==> config.mk <==
export PLATFORM = sky130hd
export DESIGN_NAME = flash_cmd_seq
export DESIGN_NICKNAME = d
export VERILOG_FILES = /design/src/rtl/flash_seq_pkg.sv /design/src/rtl/flash_seq_wdog.sv /design/src/rtl/flash_cmd_seq.sv
export SDC_FILE = /design/constraint.sdc
export NUM_CORES = 1
export LEC_CHECK = 0
export BUFFER_PORTS_ARGS = -buffer_cell sky130_fd_sc_hd__buf_4
export CAP_MARGIN = 20
export CORE_ASPECT_RATIO = 1.4
export CORE_MARGIN = 2
export CORE_UTILIZATION = 44
export DETAILED_ROUTE_END_ITERATION = 8
export PLACE_DENSITY = 0.86
export SETUP_SLACK_MARGIN = 0.1
export SYNTH_ARGS = -nofsm -noshare
export SYNTH_HDL_FRONTEND = slang
export SYNTH_SLANG_ARGS = --single-unit
==> constraint.sdc <==
create_clock -name clk -period 2.5 [get_ports clk]
set_clock_uncertainty 0.1 [all_clocks]
set_input_delay 0.125 -clock clk [delete_from_list [all_inputs] [get_ports clk]]
set_output_delay 0.125 -clock clk [all_outputs]
set_load 0.005 [all_outputs]
==> src/rtl/flash_seq_pkg.sv <==
// -----------------------------------------------------------------------------
// flash_seq_pkg
// Shared definitions for the flash command sequencer: operation codes, FSM
// state encoding, flash controller status bit position, transfer sizes and
// small op-decode helpers.
// -----------------------------------------------------------------------------
package flash_seq_pkg;

    // Operation codes carried on cmd_op; 5..7 are illegal.
    localparam logic [2:0] OP_READ_WORD   = 3'd0;
    localparam logic [2:0] OP_PROG_WORD   = 3'd1;
    localparam logic [2:0] OP_SECTOR_ERASE = 3'd2;
    localparam logic [2:0] OP_BULK_ERASE  = 3'd3;
    localparam logic [2:0] OP_READ_ID     = 3'd4;

    // Bit of the controller's one-hot state vector that means "idle".
    localparam int unsigned FL_IDLE_BIT = 0;

    // Bytes moved per word transfer.
    localparam int unsigned READ_WORD_BYTES = 4;
    localparam int unsigned PROG_WORD_BYTES = 4;

    typedef enum logic [2:0] {
        SEQ_IDLE = 3'd0,
        WEN_REQ  = 3'd1,
        WEN_WAIT = 3'd2,
        OP_REQ   = 3'd3,
        OP_WAIT  = 3'd4,
        RSP      = 3'd5
    } seq_state_e;

    function automatic logic op_is_legal(input logic [2:0] op);
        return op <= OP_READ_ID;
    endfunction

    // Operations that modify the array need a write-enable phase first.
    function automatic logic op_needs_wen(input logic [2:0] op);
        return (op == OP_PROG_WORD) || (op == OP_SECTOR_ERASE) ||
               (op == OP_BULK_ERASE);
    endfunction

endpackage

==> src/rtl/flash_seq_wdog.sv <==
// -----------------------------------------------------------------------------
// flash_seq_wdog
// Per-phase watchdog for the flash command sequencer. Counts cycles spent in
// the current waiting state and flags a timeout when the count reaches
// TIMEOUT_CYCLES. Only instantiated when FLASH_SEQ_TIMEOUT_EN is defined.
//
// Ports:
//   clk        system clock
//   rst        asynchronous active-low reset
//   en_i       sequencer is in a request/wait state
//   clr_i      sequencer state changes this cycle
//   timeout_o  count has reached TIMEOUT_CYCLES in the current state
// -----------------------------------------------------------------------------
module flash_seq_wdog #(
    parameter logic [31:0] TIMEOUT_CYCLES = 32'd70_000_000
) (
    input  logic clk,
    input  logic rst,
    input  logic en_i,
    input  logic clr_i,
    output logic timeout_o
);

    logic [31:0] cnt_q, cnt_d;

    always_comb begin
        cnt_d = cnt_q;
        if (!en_i || clr_i) begin
            cnt_d = '0;
        end else begin
            cnt_d = cnt_q + 32'd1;
        end
    end

    always_ff @(posedge clk or negedge rst) begin
        if (!rst) begin
            cnt_q <= '0;
        end else begin
            cnt_q <= cnt_d;
        end
    end

    // The timeout forces a state change, which clears the count, so the
    // counter never runs past the limit.
    assign timeout_o = en_i && (cnt_q == TIMEOUT_CYCLES);

endmodule

==> src/rtl/flash_cmd_seq.sv <==
// -----------------------------------------------------------------------------
// flash_cmd_seq
// Turns single word-level commands (read, program, sector/bulk erase, read ID)
// into the level-request handshake of the flash controller. Write-type
// operations get a write-enable phase first; each phase raises one request,
// waits for the controller to leave idle, drops it, then waits for idle again.
//
// Optional feature: define FLASH_SEQ_TIMEOUT_EN to add a per-phase watchdog
// (flash_seq_wdog) that aborts a stuck phase with rsp_err after
// TIMEOUT_CYCLES cycles. Without it the sequencer waits indefinitely.
//
// Ports:
//   clk, rst               clock, asynchronous active-low reset
//   cmd_valid/cmd_ready    command handshake (ready only when idle)
//   cmd_op/addr/wdata      command fields, latched on acceptance
//   rsp_valid/rdata/err    one-cycle completion pulse with result
//   fl_*_rq/_req           level requests to the flash controller
//   fl_*addr/page, sizes   request parameters from the latched command
//   fl_write_data          latched program data
//   fl_state               controller one-hot state, bit 0 = idle
//   fl_read_data_word      controller's assembled read word
// -----------------------------------------------------------------------------
module flash_cmd_seq
    import flash_seq_pkg::*;
#(
    parameter logic [31:0] TIMEOUT_CYCLES = 32'd70_000_000
) (
    input  logic        clk,
    input  logic        rst,
    input  logic        cmd_valid,
    output logic        cmd_ready,
    input  logic [2:0]  cmd_op,
    input  logic [23:0] cmd_addr,
    input  logic [31:0] cmd_wdata,
    output logic        rsp_valid,
    output logic [31:0] rsp_rdata,
    output logic        rsp_err,
    output logic        fl_read_rq,
    output logic        fl_read_id_rq,
    output logic        fl_write_en_req,
    output logic        fl_write_req,
    output logic        fl_sector_erase_req,
    output logic        fl_bulk_erase_req,
    output logic [23:0] fl_read_addr,
    output logic [23:0] fl_write_page,
    output logic [23:0] fl_sector_erase_addr,
    output logic [9:0]  fl_read_size,
    output logic [7:0]  fl_write_size,
    output logic [31:0] fl_write_data,
    input  logic [12:0] fl_state,
    input  logic [31:0] fl_read_data_word
);

    seq_state_e  state_q, state_d;
    logic [2:0]  op_q, op_d;
    logic [23:0] addr_q, addr_d;
    logic [31:0] wdata_q, wdata_d;
    logic        rsp_valid_q;
    logic        rsp_err_q, rsp_err_d;
    logic [31:0] rsp_rdata_q, rsp_rdata_d;
    logic        fl_idle;
    logic        timeout;

    assign fl_idle = fl_state[FL_IDLE_BIT];

    // Only the idle bit matters to the sequencer.
    logic unused_fl_state;
    assign unused_fl_state = ^fl_state[12:1];

`ifdef FLASH_SEQ_TIMEOUT_EN
    logic in_phase;
    logic state_change;

    assign in_phase     = state_q inside {WEN_REQ, WEN_WAIT, OP_REQ, OP_WAIT};
    assign state_change = (state_d != state_q);

    flash_seq_wdog #(
        .TIMEOUT_CYCLES(TIMEOUT_CYCLES)
    ) u_wdog (
        .clk      (clk),
        .rst      (rst),
        .en_i     (in_phase),
        .clr_i    (state_change),
        .timeout_o(timeout)
    );
`else
    assign timeout = 1'b0;

    logic [31:0] unused_timeout_cfg;
    assign unused_timeout_cfg = TIMEOUT_CYCLES;
`endif

    // Next-state and datapath logic.
    // NOTE: every variable gets a default before the case so no path leaves
    // it unassigned; otherwise synthesis infers a latch to hold the old value.
    always_comb begin
        state_d     = state_q;
        op_d        = op_q;
        addr_d      = addr_q;
        wdata_d     = wdata_q;
        rsp_err_d   = 1'b0;
        rsp_rdata_d = rsp_rdata_q;

        unique case (state_q)
            SEQ_IDLE: begin
                if (cmd_valid) begin
                    op_d    = cmd_op;
                    addr_d  = cmd_addr;
                    wdata_d = cmd_wdata;
                    if (!op_is_legal(cmd_op)) begin
                        state_d   = RSP;
                        rsp_err_d = 1'b1;
                    end else if (op_needs_wen(cmd_op)) begin
                        state_d = WEN_REQ;
                    end else begin
                        state_d = OP_REQ;
                    end
                end
            end
            // Request states: hold the level until the controller goes busy.
            WEN_REQ: begin
                if (timeout) begin
                    state_d   = RSP;
                    rsp_err_d = 1'b1;
                end else if (!fl_idle) begin
                    state_d = WEN_WAIT;
                end
            end
            WEN_WAIT: begin
                if (timeout) begin
                    state_d   = RSP;
                    rsp_err_d = 1'b1;
                end else if (fl_idle) begin
                    state_d = OP_REQ;
                end
            end
            OP_REQ: begin
                if (timeout) begin
                    state_d   = RSP;
                    rsp_err_d = 1'b1;
                end else if (!fl_idle) begin
                    state_d = OP_WAIT;
                end
            end
            OP_WAIT: begin
                if (timeout) begin
                    state_d   = RSP;
                    rsp_err_d = 1'b1;
                end else if (fl_idle) begin
                    state_d = RSP;
                    // READ_ID leaves the ID in the controller; report zero.
                    if (op_q == OP_READ_WORD) begin
                        rsp_rdata_d = fl_read_data_word;
                    end else if (op_q == OP_READ_ID) begin
                        rsp_rdata_d = '0;
                    end
                end
            end
            RSP: begin
                state_d = SEQ_IDLE;
            end
            default: begin
                state_d = SEQ_IDLE;
            end
        endcase
    end

    // NOTE: sequential state uses non-blocking assignments so every register
    // samples pre-edge values, independent of statement order.
    // NOTE: all registers, including the latched command fields, reset so an
    // abandoned command leaves nothing visible on the flash-side outputs.
    always_ff @(posedge clk or negedge rst) begin
        if (!rst) begin
            state_q     <= SEQ_IDLE;
            op_q        <= '0;
            addr_q      <= '0;
            wdata_q     <= '0;
            rsp_valid_q <= 1'b0;
            rsp_err_q   <= 1'b0;
            rsp_rdata_q <= '0;
        end else begin
            state_q     <= state_d;
            op_q        <= op_d;
            addr_q      <= addr_d;
            wdata_q     <= wdata_d;
            // High exactly for the single cycle spent in RSP.
            rsp_valid_q <= (state_d == RSP);
            rsp_err_q   <= rsp_err_d;
            rsp_rdata_q <= rsp_rdata_d;
        end
    end

    // Request levels: decoded from the current state; a timing-out phase drops
    // its request in the same cycle it leaves for RSP.
    always_comb begin
        fl_read_rq          = 1'b0;
        fl_read_id_rq       = 1'b0;
        fl_write_en_req     = 1'b0;
        fl_write_req        = 1'b0;
        fl_sector_erase_req = 1'b0;
        fl_bulk_erase_req   = 1'b0;

        if (!timeout) begin
            if (state_q == WEN_REQ) begin
                fl_write_en_req = 1'b1;
            end else if (state_q == OP_REQ) begin
                case (op_q)
                    OP_READ_WORD:    fl_read_rq          = 1'b1;
                    OP_PROG_WORD:    fl_write_req        = 1'b1;
                    OP_SECTOR_ERASE: fl_sector_erase_req = 1'b1;
                    OP_BULK_ERASE:   fl_bulk_erase_req   = 1'b1;
                    OP_READ_ID:      fl_read_id_rq       = 1'b1;
                    default:         ;
                endcase
            end
        end
    end

    assign cmd_ready            = (state_q == SEQ_IDLE);
    assign rsp_valid            = rsp_valid_q;
    assign rsp_err              = rsp_err_q;
    assign rsp_rdata            = rsp_rdata_q;
    assign fl_read_addr         = addr_q;
    assign fl_write_page        = addr_q;
    assign fl_sector_erase_addr = addr_q;
    assign fl_read_size         = 10'(READ_WORD_BYTES);
    assign fl_write_size        = 8'(PROG_WORD_BYTES);
    assign fl_write_data        = wdata_q;

endmodule
==> results.sh <==
export IMPL_status="finished, final reports clean"
export IMPL_slew_viol_final=0
export IMPL_synth_seq_cells=96
export IMPL_p_clk_frac=0.180
export IMPL_drc=0
export IMPL_p_int_mw=5.90
export IMPL_rrSetupSlack_ps=610
export IMPL_hpwl_um=8210
export IMPL_crit_path_max_fanout=30
export IMPL_cts_resized=0
export IMPL_clk_pin_slew_ps=60
export IMPL_grt_max_degree=53
export IMPL_diodes=0
export IMPL_fp_row_count=44
export IMPL_endpoint_kind="output pin"
export IMPL_fp_dieW_um=91.0
export IMPL_ctsHoldBuffers=92
export IMPL_fin_nets=751
export IMPL_globalRouteTotalUtil=0.225
export IMPL_setup_violations=0
export IMPL_max_vdd_ir_drop_uv=623
export IMPL_maxCapViolCount=0
export IMPL_fp_dieArea_um2=11500
export IMPL_cellLeakagePower_nw=3.95
export IMPL_yosysWarnings=0
export IMPL_seq_power_share=0.351
export IMPL_swShare=0.310
export IMPL_cts_sinks=96
export IMPL_hold_start="fl_state[0]"
export IMPL_layout_min_cycle_time_ps=1950
export IMPL_r2r_end="fl_read_addr[5]$_DFFE_PN0P_"
export IMPL_ys_flop_type="dfrtp_1"
export IMPL_comb_power_share=0.469
export IMPL_yosysSeqAreaShare=0.515
export IMPL_syn_to_final_growth_pct=59.0
export IMPL_period_share=0.780
export IMPL_critPathRequiredTime_ps=2280
export IMPL_syn_instance_count=361
export IMPL_grt_pass1_vias=3883
export IMPL_clk_latency_ps=330
export IMPL_viasPerCell=4.60
export IMPL_synth_edf_count=0
export IMPL_htreeDepth=3
export IMPL_fin_util=0.717
export IMPL_r2r_start="state_q[2]$_DFF_PN0_"
export IMPL_totalWireLength_um=13200
export IMPL_worst_r2r_path_depth=3
export IMPL_power_density_nw_per_um2=1150
export IMPL_port_buffer_count=239
export IMPL_drtAntennaViolNets=0
export IMPL_critPathLaunchType="flip-flop"
export IMPL_tightest_slew_ps=621
export IMPL_place_congestion=0.756
export IMPL_critical_path_arrival_ps=1720
export IMPL_grt_overflow=0
export IMPL_cts_root_buffer="clkbuf_16"
export IMPL_ctsLongestPathBuffers=2
export IMPL_fmaxAchievable_ghz=0.513
export IMPL_synthArstFlopShare=1.00
export IMPL_vias=3618
export IMPL_whs_path_depth=3
export IMPL_core_area_um2=10300
export IMPL_hold_class="in -> reg"
export IMPL_num_io_pins=270
export IMPL_start_util=0.451
export IMPL_ys_types=28
export IMPL_firstDrtPassIters=4
export IMPL_grt_pass1_wl_um=20300
export IMPL_critical_path_class="reg -> out"
export IMPL_max_slew_margin=0.586
export IMPL_cts_buffers=9
export IMPL_cts_tree="done"
export IMPL_power_switching_mw=2.65
export IMPL_antenna_found_initial=0
export IMPL_mappedNetlistArea_um2=4670
export IMPL_drtIter0Drc=125
export IMPL_finalHoldViolCount=0
export IMPL_fin_setup_tns_ps=0
export IMPL_cts_setup_buffers=0
export IMPL_fp_dieH_um=126
export IMPL_rsz0062_at_grt="false"
export IMPL_avgRoutedWirePerCell_um=16.7
export IMPL_avgSynthCellArea_um2=12.9
export IMPL_final_layout_size_suffix_gt1_frac=0.498
export IMPL_hold_end="state_q[0]$_DFF_PN0_"
[per-stage QoR]
stage                     instance area, um2  std cells  power [mW]  hold WS, ps  worst slack [ps]
final                                   7420        787        8.55         31.0               551
after global routing                    7420        787        8.98         31.1               439
after CTS                               7420        787        8.52         19.0               548
after detailed placement                6160        679        6.83         80.1               627
after global placement                  6160        679        6.68         63.4               682
after floorplan                         4730        377        5.14         -271               759
[synth_stat cells (all sizes together) (2+ instances only)]
master,instances,share of area
buf,77,0.13
clkbuf,3,0.0024
conb,2,0.0016
dfrtp,96,0.51
inv,32,0.026
mux2,59,0.19
mux2i,33,0.071
nand2,36,0.030
nor2,5,0.0040
nor2b,2,0.0027
nor3,2,0.0032
nor4b,3,0.0088
o21ai,2,0.0021
[worst max-delay path by stage]
| stage | from | endpoint | slack (ps) | depth (start not counted) |
|---|---|---|---|---|
| after floorplan | state_q[2]$_DFF_PN0_ | fl_read_addr[0]$_DFFE_PN0P_ | 760 | 4 |
| after global placement | state_q[2]$_DFF_PN0_ | fl_read_addr[5]$_DFFE_PN0P_ | 680 | 3 |
| after detailed placement | state_q[2]$_DFF_PN0_ | fl_read_addr[9]$_DFFE_PN0P_ | 630 | 3 |
| after CTS | op_q[1]$_DFFE_PN0P_ | fl_read_rq | 550 | 4 |
| after global routing | op_q[1]$_DFFE_PN0P_ | fl_read_rq | 440 | 4 |
| final | op_q[1]$_DFFE_PN0P_ | fl_read_rq | 550 | 4 |
[per-layer routing]
metal,share of wire,GRT usage,up-vias
met1,0.36,0.239,1774
met2,0.55,0.427,169
li1,-,-,1644
met3,0.048,0.0383,31
met5,0,0,-
met4,0.034,0.0998,0
[logic make-up after synthesis]
family,Yosys count,share of synthesized area
AND/OR/NAND/NOR,54,0.0595
AO/OA/AOI/OAI,4,0.00590
buffers and inverters,112,0.156
flip-flops,96,0.515
XOR/XNOR,1,0.00188
multiplexers,92,0.261
other,2,0.00161
[worst max-delay path: stages (launching register included)]
cell,delay (ps)
dfrtp_1,460
nor3_4,270
buf_4,350
nor2b_1,190
buf_4,130
[layout make-up]
| type | count | area [um2] |
|---|---|---|
| fillers | 658 | 2930 |
| multi-input cells | 169 | 1600 |
| repair buffers | 336 | 2780 |
| flip-flops and latches | 96 | 2400 |
| clock inverters | 4 | 73.8 |
| well taps | 138 | 173 |
| inverters | 32 | 120 |
| clock buffers | 12 | 267 |
[placed cells by master (no fill, tap or decap), types with 2 or more instances in the layout]
cell / count
buf_4: 242
dfrtp_1: 96
dlygate4sd3_1: 92
mux2_4: 59
nand2_1: 35
mux2i_1: 33
inv_1: 32
conb_1: 18
clkbuf_16: 9
nor2_1: 5
clkbuf_8: 3
nor2b_1: 2
nor4b_1: 2
bufinv_16: 2
buf_12: 2
[registers in the layout, summed over array words and instances, names as in the netlist]
register       count
fl_write_data     32
rsp_rdata         32
fl_read_addr      24
op_q               3
state_q            3
rsp_err            1
rsp_valid          1
[power groups by stage]
stage | logic [mW] | registers [mW] | clock network, mW
after floorplan | 2.23 | 2.91 | 0
after global placement | 3.76 | 2.92 | 0
after detailed placement | 3.84 | 2.98 | 0
after CTS | 3.98 | 2.97 | 1.56
after global routing | 4.26 | 3.09 | 1.63
final | 4.01 | 3.00 | 1.54
Power figures use the tool's default switching activity.
